**src/rtl/fetch_unit_pkg.sv**
```systemverilog
// Shared types and constants for the instruction-fetch stage.
package fetch_unit_pkg;

  typedef enum logic [1:0] {
    IDLE  = 2'b00,
    FETCH = 2'b01,
    ISSUE = 2'b10,
    HALT  = 2'b11
  } fetch_state_e;

  localparam logic [1:0] PCSRC_SEQ    = 2'b00;
  localparam logic [1:0] PCSRC_BRANCH = 2'b01;
  localparam logic [1:0] PCSRC_JUMP   = 2'b10;

  localparam logic [31:0] RESET_PC_DEFAULT = 32'h0000_0000;

  // Instruction field bit positions (MIPS R/I/J formats).
  localparam int OP_HI   = 31;
  localparam int OP_LO   = 26;
  localparam int RS_HI   = 25;
  localparam int RS_LO   = 21;
  localparam int RT_HI   = 20;
  localparam int RT_LO   = 16;
  localparam int RD_HI   = 15;
  localparam int RD_LO   = 11;
  localparam int SA_HI   = 10;
  localparam int SA_LO   = 6;
  localparam int FUNC_HI = 5;
  localparam int FUNC_LO = 0;
  localparam int IMM_HI  = 15;
  localparam int IMM_LO  = 0;
  localparam int TGT_HI  = 25;
  localparam int TGT_LO  = 0;

endpackage

```
**src/rtl/fetch_unit_next_pc_logic.sv**
```systemverilog
// Combinational next-PC selection: sequential, PC-relative branch, or region jump.
module next_pc_logic
  import fetch_unit_pkg::*;
(
  input  logic [31:0] pc,
  input  logic [1:0]  PCSrc,
  input  logic [31:0] imm_ext,
  input  logic [25:0] target26,
  output logic [31:0] pc_plus4,
  output logic [31:0] next_pc
);

  logic signed [31:0] br_off;
  logic        [31:0] br_target;
  logic        [31:0] jmp_target;

  assign pc_plus4   = pc + 32'd4;
  // Word offset scaled to bytes; the top two bits of imm_ext fall off, modulo 2^32.
  assign br_off     = signed'(imm_ext) <<< 2;
  assign br_target  = pc_plus4 + unsigned'(br_off);
  assign jmp_target = {pc_plus4[31:28], target26, 2'b00};

  always_comb begin
    next_pc = pc_plus4;
    case (PCSrc)
      PCSRC_BRANCH: next_pc = br_target;
      PCSRC_JUMP:   next_pc = jmp_target;
      default:      next_pc = pc_plus4;
    endcase
  end

endmodule

```
**src/rtl/fetch_unit.sv**
```systemverilog
// Fetch stage: owns the PC, fetches via req/ack, holds the instruction register.
module fetch_unit
  import fetch_unit_pkg::*;
#(
  parameter logic [31:0] RESET_PC = RESET_PC_DEFAULT
) (
  input  logic        CLK,
  input  logic        Reset,
  input  logic        PCWre,
  input  logic [1:0]  PCSrc,
  input  logic [31:0] imm_ext,
  input  logic        step,
  output logic        imem_req,
  output logic [31:0] imem_addr,
  input  logic [31:0] imem_rdata,
  input  logic        imem_ack,
  output logic [31:0] pc,
  output logic [31:0] pc_plus4,
  output logic [31:0] instr,
  output logic [5:0]  op,
  output logic [4:0]  rs,
  output logic [4:0]  rt,
  output logic [4:0]  rd,
  output logic [4:0]  sa,
  output logic [5:0]  func,
  output logic [15:0] imm16,
  output logic [25:0] target26,
  output logic        instr_valid,
  output logic        halted
);

  // Low bits forced clear so a misaligned parameter cannot leak into pc[1:0].
  localparam logic [31:0] RESET_PC_ALIGNED = {RESET_PC[31:2], 2'b00};

  fetch_state_e state_q, state_d;
  logic [31:0]  pc_q, pc_d;
  logic [31:0]  instr_q, instr_d;
  logic         req_q, req_d;
  logic         valid_q, valid_d;
  logic         halted_q, halted_d;
  logic [31:0]  next_pc;

  next_pc_logic u_next_pc (
    .pc       (pc_q),
    .PCSrc    (PCSrc),
    .imm_ext  (imm_ext),
    .target26 (instr_q[TGT_HI:TGT_LO]),
    .pc_plus4 (pc_plus4),
    .next_pc  (next_pc)
  );

  always_ff @(posedge CLK) begin
    if (Reset) begin
      state_q  <= IDLE;
      pc_q     <= RESET_PC_ALIGNED;
      instr_q  <= 32'd0;
      req_q    <= 1'b0;
      valid_q  <= 1'b0;
      halted_q <= 1'b0;
    end else begin
      state_q  <= state_d;
      pc_q     <= pc_d;
      instr_q  <= instr_d;
      req_q    <= req_d;
      valid_q  <= valid_d;
      halted_q <= halted_d;
    end
  end

  always_comb begin
    state_d  = state_q;
    pc_d     = pc_q;
    instr_d  = instr_q;
    req_d    = req_q;
    valid_d  = valid_q;
    halted_d = halted_q;
    case (state_q)
      IDLE: begin
        state_d = FETCH;
        req_d   = 1'b1;
      end
      FETCH: begin
        // A coincident step is dropped: the instruction has not been issued yet.
        if (imem_ack) begin
          instr_d = imem_rdata;
          req_d   = 1'b0;
          valid_d = 1'b1;
          state_d = ISSUE;
        end
      end
      ISSUE: begin
        if (step) begin
          valid_d = 1'b0;
          if (PCWre) begin
            pc_d    = next_pc;
            req_d   = 1'b1;
            state_d = FETCH;
          end else begin
            halted_d = 1'b1;
            state_d  = HALT;
          end
        end
      end
      HALT: begin
        req_d = 1'b0;
      end
      default: begin
        state_d = IDLE;
        req_d   = 1'b0;
      end
    endcase
  end

  assign imem_req    = req_q;
  assign imem_addr   = pc_q;
  assign pc          = pc_q;
  assign instr       = instr_q;
  assign instr_valid = valid_q;
  assign halted      = halted_q;

  assign op       = instr_q[OP_HI:OP_LO];
  assign rs       = instr_q[RS_HI:RS_LO];
  assign rt       = instr_q[RT_HI:RT_LO];
  assign rd       = instr_q[RD_HI:RD_LO];
  assign sa       = instr_q[SA_HI:SA_LO];
  assign func     = instr_q[FUNC_HI:FUNC_LO];
  assign imm16    = instr_q[IMM_HI:IMM_LO];
  assign target26 = instr_q[TGT_HI:TGT_LO];

endmodule

```
**config.mk**
```make
export PLATFORM = sky130hd
export DESIGN_NAME = fetch_unit
export DESIGN_NICKNAME = d
export VERILOG_FILES = /design/src/rtl/fetch_unit_pkg.sv /design/src/rtl/fetch_unit_next_pc_logic.sv /design/src/rtl/fetch_unit.sv
export SDC_FILE = /design/constraint.sdc
export NUM_CORES = 1
export LEC_CHECK = 0
export ABC_AREA = 1
export ABC_CLOCK_PERIOD_IN_PS = 2800
export CAP_MARGIN = 25
export CORE_UTILIZATION = 41
export CTS_CLUSTER_DIAMETER = 30
export CTS_CLUSTER_SIZE = 25
export DETAILED_ROUTE_END_ITERATION = 10
export GPL_ROUTABILITY_DRIVEN = 0
export PLACE_DENSITY = 0.76
export SYNTH_ARGS = -nofsm -noshare
export SYNTH_HDL_FRONTEND = slang
export SYNTH_SLANG_ARGS = --single-unit
```
**constraint.sdc**
```tcl
create_clock -name CLK -period 2.8 [get_ports CLK]
set_clock_uncertainty 0.2 [all_clocks]
set_input_delay 0.42 -clock CLK [delete_from_list [all_inputs] [get_ports CLK]]
set_output_delay 0.42 -clock CLK [all_outputs]
set_load 0.05 [all_outputs]
```
Word-level counts from Yosys, hierarchy flattened
Index checks and enable logic that the tools add are counted.
{ "totals": {"reg_bits": 69, "latchBits": 0, "mem_bits_rw": 0, "mem_bits_ro": 0, "input_bits": 71, "word_cells": 38, "n_memories": 0} }
{ "op_classes": {"n_addsub": 2, "mul": 0, "n_div": 0, "order_cmp": 0, "n_eq_ne": 8, "n_shift": 0, "mux": 12, "n_bitwise": 1, "reduce_logical": 9} }
{ "op_table": {"columns": ["operator", "count"], "rows": [
  ["$pmux 32 s2", 1],
  ["$add 32x3->32 const B", 1],
  ["$add 32x32->32", 1],
  ["$reduce_and 3->1", 5],
  ["$eq 2x2->1 const B", 3],
  ["$mux 2", 3],
  ["$ne 2x2->1 const B", 3],
  ["$pmux 2 s3", 1],
  ["$mux 1", 5],
  ["$eq 2x1->1 const B", 2],
  ["$pmux 1 s4", 1],
  ["$reduce_bool 3->1", 1],
  ["$logic_not 2->1", 1],
  ["$pmux 1 s2", 1],
  ["$reduce_and 2->1", 1],
  ["$reduce_bool 2->1", 1],
  ["$not 1->1", 1]
]} }

Depth between registers and ports, before layout
{ "depth": {"depth_word": 3, "depth_mapped": 21, "ltp_nobuf": 21} }

Cells and area by module
From an unflattened synthesis, not the netlist that was laid out.
{ "hier_totals": {"hier_cells": 1193, "area_unflattened_um2": 7310.8} }
{ "modules_own_cells": {"columns": ["mod", "instances", "cells_each", "area_per_inst_um2", "seq_area_each_um2"], "rows": [
  ["next_pc_logic", 1, 761, 3871.2, 0.0],
  ["fetch_unit", 1, 432, 3439.5, 1381.3]
]} }

Least setup slack after synthesis
Ideal clock, no wire load.
{ "synth_path": {"kind": "register to register", "start": "register pc_q[2] (netlist: imem_addr[2])", "end": "register pc_q[11] (netlist: imem_addr[11])", "setup_ns": 0.132, "arrival_time_ns": 3.827, "required_ns": 2.468, "setup_slack_ns": -1.359, "stages_incl_launch_ff": 18, "path_buffers": 0, "period_less_slack_ns": 4.159, "cell_sequence": "dfxtp_1 ha_1 nand3_2 nor3_4 nand3_2 xnor2_1 ha_1 nand2_1 inv_1 nand2_1 nand2_1 inv_1 nand3_1 or2_2 nand3_1 nand2_1 o211ai_1 a21oi_1"} }
{ "synth_between": {"elab_chain_len": 3} }
{ "synth_rtl": {"columns": ["item", "line", "rtl"], "rows": [
  ["from (decl)", "fetch_unit.sv:36", "logic [31:0] pc_q, pc_d;"],
  ["from (signal assigned)", "fetch_unit.sv:62", "pc_q <= pc_d;"],
  ["$add 32x3->32", "fetch_unit_next_pc_logic.sv:17", "assign pc_plus4 = pc + 32'd4;"],
  ["via pc_plus4[10]", "fetch_unit.sv:18", "output logic [31:0] pc_plus4,"],
  ["$add 32x32->32", "fetch_unit_next_pc_logic.sv:20", "assign br_target = pc_plus4 + unsigned'(br_off);"],
  ["$pmux 32 s2", "fetch_unit_next_pc_logic.sv:25", "case (PCSrc)"]
]} }
The timed path passes the listed nets, and every way through them passes these cells.
A chain may end at the register's enable or synchronous reset.

Worst setup path after layout
{ "layout_path": {"start": "register pc_q[2] (netlist: imem_addr[2])", "end": "register pc_q[30] (netlist: imem_addr[30])"} }
{ "layout_between": {"elab_chain_len": 3} }
{ "layout_rtl": {"columns": ["item", "line"], "rows": [
  ["$add 32x3->32 *", "fetch_unit_next_pc_logic.sv:17"],
  ["$add 32x32->32", "fetch_unit_next_pc_logic.sv:20"],
  ["$pmux 32 s2 *", "fetch_unit_next_pc_logic.sv:25"]
]} }
Mark *: on every way between the ends. The rest lies on a longest branch, timed or not.

==> impl_results.md <==
- Synth Area in XOR/XNOR: 2.542%
- DR iter-0 viols: 1,039
- Largest family of logic cells by synthesized area: simple AND/OR/NAND/NOR gates
- First-pass GRT wire length: 43,640 um
- Crit path from: imem_addr[2]
- RSZ-0062 raised after global routing: yes
- Design Area, Final: 12,390 um^2
- Worst setup path end: imem_addr[30]
- DRT Pass-1 Iters: 6
- Via count of the routed design: 9,358
- Multiplexer share of the synthesized area: 0%
- Max rail drop VDD: 0.0006060 V
- Pwr Total: 6.532 mW
- Chip width: 131.2 um
- Vias per inst: 5.403
- CTS tree: built
- Hold crit path type: flip-flop to flip-flop
- Critical path class: flip-flop to flip-flop
- Die height: 131.2 um
- Synth cell count leaders: nand2_1, inv_1, nor2_1
- Longest Clk Path Bufs: 2
- Number of global-route vias before repair: 8,530
- Post-Synthesis Cells: 1,163
- Core Box Area: 16,120 um^2
- Status: complete, but fails checks
- Starting density of the core: 42.46%
- Tot GR Track Use: 31.97%
- Synth area leader: dfxtp_1
- Worst Path Required: 2870 ps
- Crit share post-route: 114.7%
- Leak: 5.545 nW
- CP Cell Sequence: ha_4 -> nand3_4 -> nor3_4 -> buf_6 -> nand2_2 -> nor2_4 -> xor2_4 -> ha_4 -> nand2_2 -> inv_1 -> nand2_1 -> nand2_1 -> a21oi_4 -> nor2_1 -> nor2_1 -> nand2_1 -> nand2_1 -> nand3_2 -> a21oi_2
- Initial antenna violation count: 1
- Nets: 1,624
- Setup WS post-layout: -410.2 ps
- Synth top area cells: dfxtp_1, nand2_1, buf_4
- Routed Antenna Nets: 0
- Largest net degree at the start of global routing: 34
- Routed WL: 30,840 um
- Yosys reg bits: 67
- Max-slew violations: 0
- Pre-CTS WS: -350.8 ps
- Max transition margin: 36.80%
- Crit end category: flip-flop
- Violated checks: setup timing
- RR Endpoint: imem_addr[30]
- Grt ovf: 0
- Sequential share of the synthesized area: 19.60%
- DR WL/cell: 17.81 um
- R2R Path Start: imem_addr[2]
- Top cell type's share of synthesized area: 19.60%
- Num ports: 276
- EDFF count, synth: 0
- Crit path largest cell delay: 360 ps
- Fraction of layout instances using a drive strength above 1: 36.08%
- Reg2reg setup slack: -410 ps
- Deepest level of the CTS H-tree: 3
- Setup_tns: -5955 ps
- Setup-failing EPs final: 27
- Avg Cell Area, Syn: 5.884 um^2
- Synth Cell Area: 6843 um^2
- CP startpoint kind: flip-flop
- Clk Latency, worst-skew pair: 340 ps
- Hold slack final: 271.7 ps
- Top-count cell post-synth: nand2_1
- Worst slew pin tran: 946.9 ps
- Port buffer count: 267
- Yosys cell types: 39
- Placement Cell Area: 10,980 um^2
- Area delta synth->final: 81.13%
- Die area: 17,210 um^2
- Simple-gate share of the synthesized area: 34.58%
- Post-layout min period: 3210 ps
- Clock-pin slew on the worst setup and hold paths: 60 ps
- Commonest register cell after synthesis: dfxtp_1
- # hold bufs at CTS: 0
- CP dominant cell by count: nand2_1
- Post-synthesis compound-gate area fraction: 13.44%
- Critical path fanouts, max: 3
- Placed wire-length estimate: 22,040 um
- Path depth of the worst reg2reg path: 19
- # diodes: 0
- P per Cell Area: 527.0 nW/um^2
- CP max stage cell: dfxtp_4
- CTS sink cnt: 67
- CP Data Arrival Time: 3280 ps
- Rows: 46
- Asr flop ratio synth: 0%
- Fmax: 0.3115 GHz
- Final hold violation count: 0
- Num CTS Buffers: 9
- Max-cap viol count: 0
- # DRC: 0
- Ys Warns: 0
- Root buffer selected by CTS: clkbuf_16
- Post-Synth Adder-Cell Area: 7.789%
[metal layers]
layer  vias up  wire length (um)  global-route usage (%)
met5         -                 0                       0
met4         0              1514                   12.42
met3       141              2930                   4.437
met2       625             14590                   54.58
met1      4328             11810                   40.45
li1       4264                 -                       -
[flip-flops by register name (all words and copies together), names as in the netlist]
signal / count
instr: 32
imem_addr: 30
state_q: 2
halted: 1
imem_req: 1
instr_valid: 1
[timing repair]
action                                  in CTS  in global routing
buffers inserted                            14                 10
pin swaps                                   70                 51
endpoints found under the setup margin      26                 32
resized for setup                          115                144
[power breakdown]
group,switching [mW],internal [mW]
clock,0.476,0.750
combinational,2.61,1.38
sequential,0.210,1.11
total,3.29,3.24
[cell type report]
class	count	area, um^2
multi-input combinational	810	5341
timing repair buffer	471	4506
fill	1061	3721
sequential	67	1375
inverter	152	583.1
tap	216	270.3
clock buffer	10	250.2
clock inverter	6	68.82
[cells in the final DEF (no fill, tap or decap), types with 16 or more instances in the layout]
master / n
nor2_1: 103
a21oi_1: 68
nand2_2: 63
ha_1: 18
nand2_4: 16
nand3_1: 37
inv_2: 34
nor2_2: 25
ha_4: 21
dfxtp_1: 48
clkdlybuf4s50_1: 240
o21ai_0: 54
inv_1: 114
nand2_1: 230
buf_4: 191
nand3_2: 25
buf_12: 25
[logic make-up after synthesis]
logic type,after synthesis
buffers and inverters,291
xor gates and xnor gates,19
other,1
adders and majority gates,42
AOI/OAI and AO/OA,175
DFF,67
and+or+nand+nor,568
[worst max-delay path: cells and delay by family (launching register included)]
kind,cells,cell delay [ps]
and+or+nand+nor,12,1340
DFF,1,360
buffers and inverters,2,240
adders and majority gates,2,380
xor gates and xnor gates,1,270
AOI/OAI and AO/OA,2,330
[through the flow]
step,instances,utilization (%)
floorplan,1168,-
global placement,1693,68.11
detailed placement,1693,68.11
CTS,1723,73.38
global route,1732,76.91
finish,1732,76.91
[how the worst min path moves through the flow]
stage	start	end	cells after the start
global route	imem_req	imem_req	2
floorplan	state_q[0]	state_q[0]	2
global placement	imem_req	imem_req	2
detailed placement	halted	halted	1
CTS	imem_req	imem_req	2
finish	imem_req	imem_req	2
No activity file was read; power rests on OpenSTA's default activity.
